`src/rtl/as_writeback_ext_if.sv`:
```
// MEM/WB boundary bundle for as_writeback_ext: retiring instruction, load-data return
// channel and register-file write port.
interface as_writeback_ext_if #(
  parameter int XLEN = 64,
  parameter int IAW  = 64,
  parameter int RAW  = 5
);
  localparam int OFFW = $clog2(XLEN / 8);

  logic            valid_i;
  logic            ready_o;
  logic            flush_i;
  logic            reg_write_i;
  logic [RAW-1:0]  rd_addr_i;
  logic [1:0]      result_src_i;
  logic [2:0]      funct3_i;
  logic [OFFW-1:0] byte_off_i;
  logic [XLEN-1:0] alu_result_i;
  logic [XLEN-1:0] imm_i;
  logic [IAW-1:0]  return_address_i;
  logic            dmem_rvalid_i;
  logic [XLEN-1:0] dmem_rdata_i;
  logic            rf_we_o;
  logic [RAW-1:0]  rf_waddr_o;
  logic [XLEN-1:0] rf_wdata_o;
  logic            retire_o;
  logic            trap_o;

  modport master (
    output valid_i, flush_i, reg_write_i, rd_addr_i, result_src_i, funct3_i, byte_off_i,
           alu_result_i, imm_i, return_address_i, dmem_rvalid_i, dmem_rdata_i,
    input  ready_o, rf_we_o, rf_waddr_o, rf_wdata_o, retire_o, trap_o
  );

  modport slave (
    input  valid_i, flush_i, reg_write_i, rd_addr_i, result_src_i, funct3_i, byte_off_i,
           alu_result_i, imm_i, return_address_i, dmem_rvalid_i, dmem_rdata_i,
    output ready_o, rf_we_o, rf_waddr_o, rf_wdata_o, retire_o, trap_o
  );
endinterface

```
`src/rtl/as_writeback_ext.sv`:
```
// Registered writeback stage: result mux, load byte-lane extraction and sign/zero extension.
// Define AS_WB_MISALIGN_TRAP_EN to turn misaligned loads into a trap pulse instead of a write.
module as_writeback_ext #(
  parameter int XLEN = 64,
  parameter int IAW  = 64,
  parameter int RAW  = 5
) (
  input logic          clk_i,
  input logic          rstn_i,
  as_writeback_ext_if.slave wb
);
  localparam int OFFW = $clog2(XLEN / 8);

  typedef enum logic {IDLE, WAIT_LD} state_t;

  state_t          state_q;
  logic [RAW-1:0]  rd_q;
  logic            rw_q;
  logic [2:0]      f3_q;
  logic [OFFW-1:0] off_q;
  logic            rf_we_q;
  logic            retire_q;
  logic [RAW-1:0]  waddr_q;
  logic [XLEN-1:0] wdata_q;

  logic [XLEN-1:0] res_d;
  logic [XLEN-1:0] ld_d;
  logic [OFFW-1:0] szmask;
  logic [OFFW-1:0] lane;
  logic [XLEN-1:0] sh;

  always_comb begin
    res_d = '0;
    case (wb.result_src_i)
      2'd0:    res_d = wb.alu_result_i;
      2'd2:    res_d = XLEN'(wb.return_address_i);
      2'd3:    res_d = wb.imm_i;
      default: res_d = '0;
    endcase
  end

  // Size mask from funct3[1:0]; the lane is the byte offset aligned down to the access size.
  always_comb begin
    szmask = '0;
    case (f3_q[1:0])
      2'b00:   szmask = '0;
      2'b01:   szmask = OFFW'(1);
      2'b10:   szmask = OFFW'(3);
      default: szmask = '1;
    endcase
    lane = off_q & ~szmask;
    sh   = wb.dmem_rdata_i >> {lane, 3'b000};
    ld_d = '0;
    case (f3_q)
      3'b000:  ld_d = XLEN'($signed(sh[7:0]));
      3'b001:  ld_d = XLEN'($signed(sh[15:0]));
      3'b010:  ld_d = XLEN'($signed(sh[31:0]));
      3'b011:  ld_d = (XLEN == 64) ? sh : '0;
      3'b100:  ld_d = XLEN'(sh[7:0]);
      3'b101:  ld_d = XLEN'(sh[15:0]);
      3'b110:  ld_d = (XLEN == 64) ? XLEN'(sh[31:0]) : '0;
      default: ld_d = '0;
    endcase
  end

`ifdef AS_WB_MISALIGN_TRAP_EN
  logic trap_q;
  logic misalign_d;
  assign misalign_d = |(off_q & szmask);
  assign wb.trap_o  = trap_q;
`else
  assign wb.trap_o  = 1'b0;
`endif

  always_ff @(posedge clk_i or negedge rstn_i) begin
    if (!rstn_i) begin
      state_q  <= IDLE;
      rd_q     <= '0;
      rw_q     <= 1'b0;
      f3_q     <= '0;
      off_q    <= '0;
      rf_we_q  <= 1'b0;
      retire_q <= 1'b0;
      waddr_q  <= '0;
      wdata_q  <= '0;
`ifdef AS_WB_MISALIGN_TRAP_EN
      trap_q   <= 1'b0;
`endif
    end else begin
      rf_we_q  <= 1'b0;
      retire_q <= 1'b0;
`ifdef AS_WB_MISALIGN_TRAP_EN
      trap_q   <= 1'b0;
`endif
      case (state_q)
        IDLE: begin
          // rvalid is never sampled here, including in the cycle a load is accepted.
          if (wb.valid_i) begin
            rd_q  <= wb.rd_addr_i;
            rw_q  <= wb.reg_write_i;
            f3_q  <= wb.funct3_i;
            off_q <= wb.byte_off_i;
            if (wb.result_src_i == 2'd1) begin
              state_q <= WAIT_LD;
            end else begin
              rf_we_q  <= wb.reg_write_i && (wb.rd_addr_i != '0);
              waddr_q  <= wb.rd_addr_i;
              wdata_q  <= res_d;
              retire_q <= 1'b1;
            end
          end
        end
        WAIT_LD: begin
          if (wb.flush_i) begin
            state_q <= IDLE;
          end else if (wb.dmem_rvalid_i) begin
            state_q <= IDLE;
`ifdef AS_WB_MISALIGN_TRAP_EN
            if (misalign_d) begin
              trap_q <= 1'b1;
            end else begin
              rf_we_q  <= rw_q && (rd_q != '0);
              waddr_q  <= rd_q;
              wdata_q  <= ld_d;
              retire_q <= 1'b1;
            end
`else
            rf_we_q  <= rw_q && (rd_q != '0);
            waddr_q  <= rd_q;
            wdata_q  <= ld_d;
            retire_q <= 1'b1;
`endif
          end
        end
        default: state_q <= IDLE;
      endcase
    end
  end

  assign wb.ready_o    = (state_q == IDLE);
  assign wb.rf_we_o    = rf_we_q;
  assign wb.rf_waddr_o = waddr_q;
  assign wb.rf_wdata_o = wdata_q;
  assign wb.retire_o   = retire_q;
endmodule

```
`src/flat_wrapper.sv`:
```
// flat-port wrapper written by rule: the top's interface ports become plain ports
module as_writeback_ext_flat 
#(
  parameter int XLEN = 64,
  parameter int IAW  = 64,
  parameter int RAW  = 5
)
  (clk_i, rstn_i, wb_valid_i, wb_flush_i, wb_reg_write_i, wb_rd_addr_i, wb_result_src_i, wb_funct3_i, wb_byte_off_i, wb_alu_result_i, wb_imm_i, wb_return_address_i, wb_dmem_rvalid_i, wb_dmem_rdata_i, wb_ready_o, wb_rf_we_o, wb_rf_waddr_o, wb_rf_wdata_o, wb_retire_o, wb_trap_o);
  as_writeback_ext_if #(.XLEN(XLEN), .IAW(IAW), .RAW(RAW)) wb_i ();
  input logic clk_i;
  input logic rstn_i;
  input wire logic [$bits(wb_i.valid_i)-1:0] wb_valid_i;
  input wire logic [$bits(wb_i.flush_i)-1:0] wb_flush_i;
  input wire logic [$bits(wb_i.reg_write_i)-1:0] wb_reg_write_i;
  input wire logic [$bits(wb_i.rd_addr_i)-1:0] wb_rd_addr_i;
  input wire logic [$bits(wb_i.result_src_i)-1:0] wb_result_src_i;
  input wire logic [$bits(wb_i.funct3_i)-1:0] wb_funct3_i;
  input wire logic [$bits(wb_i.byte_off_i)-1:0] wb_byte_off_i;
  input wire logic [$bits(wb_i.alu_result_i)-1:0] wb_alu_result_i;
  input wire logic [$bits(wb_i.imm_i)-1:0] wb_imm_i;
  input wire logic [$bits(wb_i.return_address_i)-1:0] wb_return_address_i;
  input wire logic [$bits(wb_i.dmem_rvalid_i)-1:0] wb_dmem_rvalid_i;
  input wire logic [$bits(wb_i.dmem_rdata_i)-1:0] wb_dmem_rdata_i;
  output wire logic [$bits(wb_i.ready_o)-1:0] wb_ready_o;
  output wire logic [$bits(wb_i.rf_we_o)-1:0] wb_rf_we_o;
  output wire logic [$bits(wb_i.rf_waddr_o)-1:0] wb_rf_waddr_o;
  output wire logic [$bits(wb_i.rf_wdata_o)-1:0] wb_rf_wdata_o;
  output wire logic [$bits(wb_i.retire_o)-1:0] wb_retire_o;
  output wire logic [$bits(wb_i.trap_o)-1:0] wb_trap_o;
  assign wb_i.valid_i = wb_valid_i;
  assign wb_i.flush_i = wb_flush_i;
  assign wb_i.reg_write_i = wb_reg_write_i;
  assign wb_i.rd_addr_i = wb_rd_addr_i;
  assign wb_i.result_src_i = wb_result_src_i;
  assign wb_i.funct3_i = wb_funct3_i;
  assign wb_i.byte_off_i = wb_byte_off_i;
  assign wb_i.alu_result_i = wb_alu_result_i;
  assign wb_i.imm_i = wb_imm_i;
  assign wb_i.return_address_i = wb_return_address_i;
  assign wb_i.dmem_rvalid_i = wb_dmem_rvalid_i;
  assign wb_i.dmem_rdata_i = wb_dmem_rdata_i;
  assign wb_ready_o = wb_i.ready_o;
  assign wb_rf_we_o = wb_i.rf_we_o;
  assign wb_rf_waddr_o = wb_i.rf_waddr_o;
  assign wb_rf_wdata_o = wb_i.rf_wdata_o;
  assign wb_retire_o = wb_i.retire_o;
  assign wb_trap_o = wb_i.trap_o;
  as_writeback_ext #(.XLEN(XLEN), .IAW(IAW), .RAW(RAW)) u_core (.clk_i(clk_i), .rstn_i(rstn_i), .wb(wb_i));
endmodule
```
`config.mk`:
```
export PLATFORM = sky130hd
export DESIGN_NAME = as_writeback_ext_flat
export DESIGN_NICKNAME = d
export VERILOG_FILES = /design/src/rtl/as_writeback_ext_if.sv /design/src/rtl/as_writeback_ext.sv /design/src/flat_wrapper.sv
export SDC_FILE = /design/constraint.sdc
export NUM_CORES = 1
export LEC_CHECK = 0
export ABC_AREA = 0
export CORE_ASPECT_RATIO = 0.5
export CORE_MARGIN = 2
export CORE_UTILIZATION = 40
export CTS_CLUSTER_DIAMETER = 200
export DETAILED_ROUTE_END_ITERATION = 12
export PLACE_DENSITY = 0.81
export SLEW_MARGIN = 20
export SYNTH_ARGS = -nofsm -noshare
export SYNTH_HDL_FRONTEND = slang
export SYNTH_SLANG_ARGS = --single-unit
```
`constraint.sdc`:
```
create_clock -name clk_i -period 3.7 [get_ports clk_i]
set_input_delay 0.74 -clock clk_i [delete_from_list [all_inputs] [get_ports clk_i]]
set_output_delay 0.74 -clock clk_i [all_outputs]
set_load 0.005 [all_outputs]
```
**Word level (Yosys, flattened, before mapping)**

Cells that the tools add are included.

- Input bits: 275
- Logic and storage cells: 65
- Output and inout bits: 73
- Bits in registers: 84

- Shift operators: 1
- Reductions and logical operators: 9
- Multiplexer cells: 28
- Eq/ne operators: 15
- Bitwise gates (word level): 3

Operators with widths:

| operator | number |
|---|---|
| one-hot mux 64 bit (7 select lines) | 1 |
| two-way mux 64 bit | 4 |
| one-hot mux 64 bit (3 select lines) | 1 |
| one-hot mux 64 bit (2 select lines) | 1 |
| >> shifter 64 x 6 -> 64 bit | 1 |
| two-way mux 5 bit | 4 |
| two-way mux 1 bit | 12 |
| one-hot mux 5 bit (2 select lines) | 1 |
| nonzero test 5 bit | 2 |
| == test 3 bit (second input constant) | 3 |
| one-hot mux 3 bit (3 select lines) | 1 |
| inequality test 2 bit (second input constant) | 4 |
| == test 2 bit (second input constant) | 3 |
| == test 3 x 2 -> 1 bit (second input constant) | 2 |
| one-hot mux 1 bit (2 select lines) | 3 |
| == test 2 x 1 -> 1 bit (second input constant) | 2 |
| logical NOT 2 bit | 2 |
| AND reduction 4 bit | 1 |
| AND 3 bit | 1 |
| == test 3 x 1 -> 1 bit (second input constant) | 1 |
| logical NOT 3 bit | 1 |
| inverter 3 bit | 1 |
| logical AND 1 bit | 2 |
| AND reduction 2 bit | 1 |
| inverter 1 bit | 1 |

**Longest topological paths before layout**

Gate-level depths: netlist (run 1).

- Depth after elaboration: 9
- Depth in mapped cells: 9
- Depth with buffers taken out: 7

**Worst setup path before layout (run 1)**

Ideal clock, no wire load.

- Path kind: input port to flip-flop
- From: input wb_result_src_i[1]
- To: register u_core.wdata_q[21], in the netlist u_core.wb.rf_wdata_o[21]
- Setup time: 0.082 ns
- Setup slack: 1.253 ns
- Stages: 8
- Arrival time: 2.365 ns
- Cell sequence: clkbuf_1 inv_1 a21oi_2 nor2_1 nor2_1 clkbuf_1 a21oi_1 a22oi_2

- Longest elaborated chain between the ends: 5

Ends and longest elaborated chain:

| what | line | text |
|---|---|---|
| from (decl) | flat_wrapper.sv:16 | `input wire logic [$bits(wb_i.result_src_i)-1:0] wb_result_src_i;` |
| == test 2 bit / logical NOT 2 bit (equally long branches) | as_writeback_ext.sv:34 | `case (wb.result_src_i)` |
| one-hot mux 64 bit (3 select lines) | as_writeback_ext.sv:34 |  |
| two-way mux 64 bit | as_writeback_ext.sv:103 | `if (wb.result_src_i == 2'd1) begin` |
| two-way mux 64 bit | as_writeback_ext.sv:98 | `if (wb.valid_i) begin` |
| one-hot mux 64 bit (2 select lines) | as_writeback_ext.sv:95 | `case (state_q)` |
| to (signal assigned) | as_writeback_ext.sv:108 | `wdata_q <= res_d;` |
| to (signal assigned) | as_writeback_ext.sv:130 | `wdata_q <= ld_d;` |
| to (decl) | as_writeback_ext.sv:24 | `logic [XLEN-1:0] wdata_q;` |

Parallel ways exist; a longest one is shown, timed or not. The select of a mux whose other input is x is not followed.
A chain may end at the register's enable or synchronous reset.

**Final worst setup path (run 1)**

- From: register u_core.f3_q[0]
- To: register u_core.wdata_q[31], in the netlist u_core.wb.rf_wdata_o[31]

- Longest elaborated chain between the ends: 9

Ends and longest elaborated chain:

| what | line | text |
|---|---|---|
| from (decl) | as_writeback_ext.sv:19 | `logic [2:0] f3_q;` |
| from (signal assigned) | as_writeback_ext.sv:101 | `f3_q <= wb.funct3_i;` |
| == test 2 bit, or another cell as far along | as_writeback_ext.sv:45 | `case (f3_q[1:0])` |
| one-hot mux 3 bit (3 select lines) | as_writeback_ext.sv:45 |  |
| inverter 3 bit | as_writeback_ext.sv:51 | `lane = off_q & ~szmask;` |
| AND 3 bit | as_writeback_ext.sv:51 |  |
| >> shifter 64 x 6 -> 64 bit | as_writeback_ext.sv:52 | `sh = wb.dmem_rdata_i >> {lane, 3'b000};` |
| one-hot mux 64 bit (7 select lines) (*) | as_writeback_ext.sv:54 | `case (f3_q)` |
| two-way mux 64 bit (*) | as_writeback_ext.sv:116 | `end else if (wb.dmem_rvalid_i) begin` |
| two-way mux 64 bit (*) | as_writeback_ext.sv:114 | `if (wb.flush_i) begin` |
| one-hot mux 64 bit (2 select lines) (*) | as_writeback_ext.sv:95 |  |

Every way passes the cells marked *; elsewhere a longest branch is shown, timed or not. The select of a mux whose other input is x is not followed.

==> results of run 1 <==
-- flip-flops by register name, summed over array words and instances (netlist names) --
name and count:
u_core.wb.retire_o 1, u_core.rd_q 5, u_core.wb.rf_waddr_o 5, u_core.rw_q 1, u_core.wb.rf_we_o 1, u_core.off_q 3, u_core.f3_q 3, u_core.state_q 1
u_core.wb.rf_wdata_o 64
-- final cells by class --
cell class | count | area, um2
clock buffer | 9 | 225.2
clock inverter | 7 | 81.33
fill | 1378 | 5692
inverter | 7 | 26.28
multi-input combinational | 629 | 4170
sequential | 84 | 2102
tap | 227 | 284.0
timing repair buffer | 371 | 3646
-- cell families after synthesis --
kind of cell,share of synthesized area (%)
multiplexers,17.34
AND/OR/NAND/NOR,17.60
buffers and inverters,4.986
flip-flops,31.97
other,0.05703
AO/OA/AOI/OAI,28.05
-- stage by stage --
| stage | utilization (%) | setup slack, ns | power, mW | hold slack (ns) |
|---|---|---|---|---|
| after CTS | 64.92 | 0.7752 | 3.793 | 0.4975 |
| final | 64.92 | 0.7543 | 3.803 | 0.4894 |
| after global placement | 63.03 | 0.7205 | 2.819 | 0.4667 |
| after detailed placement | 63.03 | 0.6454 | 2.844 | 0.4817 |
| after floorplan | - | 1.253 | 1.929 | 0.4444 |
| after global routing | 64.92 | 0.5917 | 3.984 | 0.5104 |
-- power groups by stage --
stage	clock, mW	sequential (mW)	combinational, mW
4_1_cts	0.956	1.22	1.62
3_3_place_gp	0	1.23	1.59
5_1_grt	1.00	1.24	1.74
6_report	0.952	1.22	1.63
2_1_floorplan	0	1.21	0.718
3_5_place_dp	0	1.24	1.61
-- cell usage in the layout (no fill, tap or decap), types with 2 or more instances in the layout --
cell type          n
clkdlybuf4s50_1  344
nand2_1          113
a21oi_1           96
nor2_1            85
dfrtp_1           84
mux2i_1           76
o21ai_0           49
a22oi_1           44
buf_4             27
o211ai_1          25
a211oi_1          23
mux4_2            14
a31oi_1            9
clkbuf_16          9
a311oi_1           8
nand4_1            8
and4b_1            7
and2_0             7
o2bb2ai_1          7
inv_1              6
nand2b_1           5
nor2_4             3
nor3_1             3
inv_6              3
or4_1              2
and2_1             2
nor2b_1            2
mux2_4             2
nor3_2             2
a2111oi_2          2
mux2_2             2
and3_1             2
a22oi_2            2
-- per-layer routing --
layer  GRT usage, %  part of all wire, %  vias up
li1               -                    -     3558
met1          43.98                   42     3723
met5              0                    0        -
met4          10.45                  3.1        0
met2          49.97                   45      450
met3          8.716                   11       69
-- final timing paths --
kind | endpoint | slack (ns)
worst max-delay path | u_core.wb.rf_wdata_o[31] | 0.75
worst min-delay path | u_core.wb.rf_waddr_o[4] | 0.49
worst max register to register | u_core.wb.rf_wdata_o[31] | 0.75
worst min register to register | u_core.wb.rf_waddr_o[1] | 0.49
max in group asynchronous | u_core.wb.rf_wdata_o[1] | 2.50
min in group clk_i | u_core.wb.rf_waddr_o[1] | 0.49
==> results.md, run 1 <==
* Vias in the first global route at about 7.3k
* Port bufs at roughly 350
* Comb pwr share at between 40% and 50%
* Clock-pin transition on the worst setup and hold timing paths at roughly 0.070 ns
* Worst Clk Skew at 0.01109 ns
* Crit. End Element: flip-flop
* GRT Residual Overflow at 0
* Hold WC Path Type: input pin to asynchronous set/reset pin
* Remaining DRCs at 0
* Drt initial violations at between 700 and 800
* CTS Hold Bufs at 0
* First-pass GRT wire length at about 42000 um
* Slew Limit Fails at 0
* Core area at 16230 um2
* Total die area at ~18000 um2
* Die H at between 90 and 100 um
* Num ports at 348
* Post-CTS resize count at 0
* Synth top area cells: dfrtp_1 (32%), mux2i_1 (12%), a21oi_1 (7.3%)
* Worst-Margin Slew at between 1 and 1.5 ns
* FMAX at 0.3395 GHz
* Routability cong. at between 0.9 and 1
* Final Hold Vio Count at 0
* Largest net degree at the start of global routing at 61
* Worst Path Max Fanout at 16
* Sequential element share of the synthesized area at between 30% and 40%
* Tot GR Track Use at 32.28%
* Status: complete, no violations
* Worst VDD drop at between 0.2 and 0.25 mV
* Routed WL at around 29000 um
* RSZ-0062 raised after global routing: false
* Worst Path Required at about 3.9 ns
* P_int at ~2.5 mW
* P_leak at roughly 4.3 nW
* Yosys warnings at 0
* Kind of critical path: flip-flop to flip-flop
* Share of layout cells above drive strength 1 at under 10%
* Drt wl/cell at roughly 22 um
* Post-synth EDFFs at 0
* Buf/Inv on CP at 0
* Worst reg-to-reg path cell count at 6
* Maximum buffer depth of the clock tree at 2
* CP Launch Point: u_core.f3_q[0]
* TritonCTS Buffers at 9
* Initial Util at between 40 and 50%
* CP peak stage delay at between 0.6 and 0.7 ns
* Setup TNS at 0 ns
* Area Overhead vs Synth at 60.23%
* Mapped cell area at about 6600 um2
* Cell Area, Placed at a little over 10000 um2
* N_diodes at 0
* Finished Layout Cells at 1334
* Flop pwr share at between 30% and 40%
* Syn_area_per_cell at approximately 8.3 um2
* Synthesized instance count at about 790
* Synth top area share at 31.97%
* Final period utilization at 79.61%
* P_sw at 1.295 mW
* Post-synth top area cell: dfrtp_1
* Most instantiated cells after synthesis: nand2_1 (113), a21oi_1 (96), nor2_1 (87), dfrtp_1 (84), mux2i_1 (76)
* Syn_nets at 1066
* Rel. slew slack at between 30 and 40%
* Post-DRT Antenna Nets at 0
* Final setup viols at 0
* Post-CTS setup buffers at 0
* Pwr per Cell Area at about 360 nW/um2
* DP Cell Count at approximately 1.3k
* Drt first pass iters at 5
* Asr flop ratio synth at between 90% and 100%
* CP Depth at 6
* Die width at between 150 and 200 um
* Worst-Skew Late Latency at approximately 0.35 ns
* CTS root buffer: clkbuf_16
* Clock power frac at 25.0%
* CP arrival at around 3.1 ns
* Beginning of the worst register-to-register path: u_core.f3_q[0]
* Main synth FF type: dfrtp_1
* Seq cells post-synth at 84
* Critical-path cell with the highest stage delay: nor2b_1
* Final min period at just under 3 ns
* Synth unique cells at around 60
* Final HPWL DP at 22920 um
* Crit path launch type: flip-flop
* Sw Share at between 30% and 40%
* Row cnt at 33
* Clock Sinks at 84
* Cell area after layout at roughly 11000 um2
* Via count at between 7k and 8k
* H-tree depth at 3
* CP delay by family, top: compound AO/OA/AOI/OAI gates
* Initial antenna violation count at 0
* CTS tree: yes
* Top-count cell post-synth: nand2_1
* Crit-path cells: nor2b_1, mux2_4, a2111oi_2, nor4_4, a21oi_4, a22oi_1
* Vias per cell at about 5.8
* NumNets Final at roughly 1.4k
* Max-cap violations at 0
No activity file was read; power rests on OpenSTA's default activity.
==> run 2, diff against run 1 <==
Clock period 3.7 ns to 3 ns, I/O delays scaled along.
==> run 2 against run 1 <==
Die area is the same. Final cell count grew 0.82%. First-iteration DRC count grew 2.9%. Largest power group unchanged.
==> results.md, run 2 (same netlist as run 1, synthesis figures left out) <==
* Post-DRT Antenna Nets at 0
* RSZ-0062 raised after global routing: false
* Worst Path Max Fanout at 8
* Clock-pin transition on the worst setup and hold timing paths at about 0.07 ns
* N_diodes at 0
* Tot GR Track Use at between 30 and 40%
* Rel. slew slack at around half
* Vias per cell at 5.859
* P_int at 3.111 mW
* Pwr per Cell Area at around 440 nW/um2
* Final setup viols at 0
* Worst Clk Skew at between 0.01 and 0.015 ns
* CP delay by family, top: compound AO/OA/AOI/OAI gates
* Worst-Skew Late Latency at ~0.35 ns
* TritonCTS Buffers at 9
* P_leak at between 4 and 5 nW
* Remaining DRCs at 0
* Setup slack after placement at between 0.15 and 0.2 ns
* Sw Share at between 30 and 40%
* Worst-Margin Slew at 0.7597 ns
* CTS root buffer: clkbuf_16
* FMAX at 0.3588 GHz
* Commonest non-fill, non-tap cell in the layout: clkdlybuf4s50_1
* Post-CTS resize count at 0
* GRT Residual Overflow at 0
* Vias in the first global route at approximately 7.6k
* Total die area at between 15000 and 20000 um2
* Core area at between 15000 and 20000 um2
* Port bufs at 346
* Maximum buffer depth of the clock tree at 2
* Via count at a little under 8k
* Final Hold Vio Count at 0
* Slew Limit Fails at 0
* Initial antenna violation count at 0
* CTS Hold Bufs at 0
* Drt initial violations at 749
* CP peak stage delay at 0.60 ns
* Final HPWL DP at ~24000 um
* Final period utilization at 92.90%
* Num ports at around 350
* Buf/Inv on CP at 1
* Number of flip-flops in the largest register at between 60 and 70
* Routed WL at roughly 30000 um
* Routability cong. at 0.9372
* Hold WC Path Type: input pin to asynchronous set/reset pin
* DP Cell Count at about 1.3k
* Comb pwr share at between 40% and 50%
* Final min period at between 2 and 3 ns
* Clock power frac at 24.4%
* Die H at 94.66 um
* P_sw at roughly 1.6 mW
* CP arrival at between 2 and 3 ns
* Row cnt at 33
* Worst Path Required at around 3.2 ns
* Worst VDD drop at 0.3571 mV
* Critical-path cell with the highest stage delay: nor2b_1
* Hold_ws at roughly 0.27 ns
* H-tree depth at 3
* Drt wl/cell at 22.57 um
* Crit-path cells: nor2b_1, mux2_1, a211oi_2, nor4b_4, buf_4, a211oi_1, o21ai_0
* First-pass GRT wire length at ~44000 um
* Drt first pass iters at 5
* Status: complete, no violations
* Finished Layout Cells at around 1.3k
* Crit path launch type: flip-flop
* Clock Sinks at between 80 and 90
* Share of layout cells above drive strength 1 at approximately 8.4%
* Kind of critical path: flip-flop to flip-flop
* Crit. End Element: flip-flop
* CTS tree: yes
* Initial Util at 40.52%
* Max-cap violations at 0
* Post-CTS setup buffers at 0
* Final worst setup slack at 0.2130 ns
* Setup TNS at 0 ns
* Area Overhead vs Synth at 62.25%
* Die width at ~190 um
* NumNets Final at about 1.4k
* Most frequent cells in the layout: clkdlybuf4s50_1 (344), nand2_1 (113), a21oi_1 (96), nor2_1 (85), dfrtp_1 (84)
* Flop pwr share at between 30% and 40%
* Largest net degree at the start of global routing at just over 50
## run 2: cell types whose count changed in the layout (fill, tap and decap cells not counted)
| cell | change |
|---|---|
| buf_12 | +5 |
| clkbuf_1 | +1 |
| buf_4 | +6 |
| clkinvlp_4 | +4 |
| inv_6 | -3 |
| inv_8 | -1 |
| clkinv_4 | -1 |
## run 2: final timing paths
check                                        startpoint                        to  slack [ns]  cells past startpoint
min in group clk_i              u_core.wb.rf_waddr_o[1]   u_core.wb.rf_waddr_o[1]        0.48                      2
worst min register to register  u_core.wb.rf_waddr_o[1]   u_core.wb.rf_waddr_o[1]        0.48                      2
worst min-delay path                             rstn_i         u_core.wb.rf_we_o        0.27                      1
worst max register to register           u_core.f3_q[0]  u_core.wb.rf_wdata_o[10]        0.21                      7
max in group asynchronous                        rstn_i  u_core.wb.rf_wdata_o[18]        2.07                      2
worst max-delay path                     u_core.f3_q[0]  u_core.wb.rf_wdata_o[10]        0.21                      7
## run 2: power groups by stage
stage          clock network [mW]  registers [mW]  logic (mW)
6_report                     1.15            1.50        2.08
5_1_grt                      1.20            1.52        2.21
4_1_cts                      1.15            1.50        2.05
3_5_place_dp                    0            1.51        2.04
3_3_place_gp                    0            1.50        2.02
2_1_floorplan                   0            1.49       0.885
## run 2: routing by layer
metal,wire length (um),vias up,global-route usage [%]
met5,50,-,2.286
met4,601,2,7.143
met3,3282,54,11.57
met2,13820,452,54.26
met1,12610,3795,44.32
li1,-,3578,-
## run 2: area by class of cell
class                      instances  area (um2)
fill                            1401        5559
tap                              227       284.0
clock buffer                      10       229.0
clock inverter                     6       65.06
sequential                        84        2102
inverter                           7       26.28
timing repair buffer             382        3791
multi-input combinational        629        4170
## run 2: through the flow
| stage | power, mW | instance area, um2 | utilization (%) |
|---|---|---|---|
| floorplan | 2.379 | 6575 | - |
| global placement | 3.523 | 10370 | 63.93 |
| detailed placement | 3.555 | 10370 | 63.93 |
| CTS | 4.701 | 10670 | 65.74 |
| global route | 4.935 | 10670 | 65.74 |
| finish | 4.739 | 10670 | 65.74 |
==> run 3, diff against run 2 <==
Settings changed: PLACE_DENSITY 0.81 to 0.87.
==> run 3 against run 2 <==
Final cell count decreased by 0.59%. Register-to-register slack better by 0.02 ns. Fmax grew 0.70%. Critical path depth is 1 lower. Hold slack improved by 0.024 ns. Setup slack better by 0.019 ns. Clock skew fell by 0.0030 ns. Via count rose by 1.7%. Die area is the same. Critical path type unchanged. Critical endpoint unchanged. Highest routed layer is now met4.
==> results.md, run 3 (same netlist as run 1, synthesis figures left out) <==
* Status: complete, no violations
* Post-CTS setup buffers at 0
* Max-cap violations at 0
* Final min period at approximately 2.8 ns
* TritonCTS Buffers at 9
* Die width at about 190 um
* Fillers at approximately 1.3k
* Tot GR Track Use at roughly a third
* Post-DRT Antenna Nets at 0
* Final period utilization at ~92%
* Final setup viols at 0
* Share of layout cells above drive strength 1 at approximately 7.7%
* Crit. End Element: flip-flop
* Largest net degree at the start of global routing at 85
* Drt initial violations at approximately 900
* Slew Limit Fails at 0
* CP peak stage delay at slightly above 0.5 ns
* DP Cell Count at approximately 1.3k
* CP delay by family, top: compound AO/OA/AOI/OAI gates
* Initial Util at roughly two fifths
* P_leak at 4.289 nW
* Final HPWL DP at 22950 um
* Port bufs at about 350
* Crit path launch type: flip-flop
* Row cnt at 33
* Worst-Margin Slew at a little under 0.8 ns
* First-pass GRT wire length at around 43000 um
* Crit-path cells: nor2b_1, mux2_1, a211oi_2, nor4b_4, a211oi_1, o21ai_0
* Setup TNS at 0 ns
* Vias in the first global route at ~7.7k
* Num ports at 348
* CTS tree: yes
* Most frequent cells in the layout: clkdlybuf4s50_1 (344), nand2_1 (113), a21oi_1 (96), nor2_1 (85), dfrtp_1 (84)
* Commonest non-fill, non-tap cell in the layout: clkdlybuf4s50_1
* Kind of critical path: flip-flop to flip-flop
* Rel. slew slack at 47.64%
* Beginning of the worst register-to-register path: u_core.off_q[0]
* Routed WL at 29360 um
* Drt wl/cell at roughly 22 um
* CTS root buffer: clkbuf_16
* Worst Path Max Fanout at 8
* CP Launch Point: u_core.off_q[0]
* Pwr per Cell Area at 436.4 nW/um2
* Worst Clk Skew at 0.008618 ns
* Core Util, Final at around 65%
* Vias per cell at ~6.0
* Remaining DRCs at 0
* Clock Sinks at 84
* Total die area at between 15000 and 20000 um2
* H-tree depth at 3
* Worst-Skew Late Latency at between 0.3 and 0.4 ns
* CTS Hold Bufs at 0
* Routability cong. at between 0.9 and 1
* GRT Residual Overflow at 0
* Number of flip-flops in the largest register at 64
* Buf/Inv on CP at 0
* CP arrival at 2.97 ns
* NumNets Final at around 1.4k
* Critical-path cell with the highest stage delay: a211oi_1
* RSZ-0062 raised after global routing: false
* Initial antenna violation count at 0
* Worst Path Required at 3.20 ns
* Slack of the worst reg-to-reg path at 0.23 ns
* Worst VDD drop at just under 0.3 mV
* Finished Layout Cells at 1337
* Final Hold Vio Count at 0
* Core area at ~16000 um2
* N_diodes at 0
* Drt first pass iters at 6
* Die H at about 95 um
* Post-CTS resize count at 0
* Hold WC Path Type: input pin to asynchronous set/reset pin
* Maximum buffer depth of the clock tree at 2
* Area Overhead vs Synth at 61.31%
* FMAX at about 0.36 GHz
* Via count at roughly 8k
* Clock-pin transition on the worst setup and hold timing paths at roughly 0.07 ns
## run 3: changes by cell type in the layout (fill, tap and decap cells not counted)
cell	delta
clkinvlp_4	-2
buf_4	-9
bufinv_16	-1
buf_12	+1
clkinv_4	+2
clkbuf_8	+1
## run 3: final cells by class
cell class                 count  area, um2  area share [%]
sequential                    84       2102           19.82
inverter                       7      26.28          0.2477
clock inverter                 5      37.54          0.3539
clock buffer                  11      242.7           2.289
timing repair buffer         374       3744           35.30
multi-input combinational    629       4170           39.32
tap                          227      284.0           2.678
## run 3: report_power, final
part	internal, mW	switching [mW]	total, mW
clock	0.586	0.489	1.08
sequential	1.34	0.154	1.50
combinational	1.11	0.944	2.06
## run 3: final timing paths
path,cells after the start,end
hold / removal,2,u_core.wb.rf_waddr_o[1]
setup / recovery,6,u_core.wb.rf_wdata_o[10]
setup reg to reg,6,u_core.wb.rf_wdata_o[10]
hold reg to reg,2,u_core.wb.rf_waddr_o[2]
min in group clk_i,2,u_core.wb.rf_waddr_o[2]
max in group asynchronous,2,u_core.wb.rf_wdata_o[8]
## run 3: layer usage
metal / vias up / global-route usage, % / share of wire (%) / wire length (um)
met5: - / 0 / 0 / 0
met4: 0 / 10.32 / 3.2 / 937
met3: 83 / 10.37 / 12 / 3450
met2: 537 / 52.80 / 45 / 13340
met1: 3833 / 42.09 / 40 / 11640
li1: 3559 / - / - / -
## run 3: metrics by stage
step	total power, mW	cell area (um2)	hold slack, ns	worst slack, ns
2_1_floorplan	2.379	6575	0.3044	0.6926
3_3_place_gp	3.491	10330	0.4600	0.1618
3_5_place_dp	3.534	10330	0.4700	0.1496
4_1_cts	4.598	10610	0.3169	0.2825
5_1_grt	4.842	10610	0.3249	0.09563
6_report	4.629	10610	0.2915	0.2323
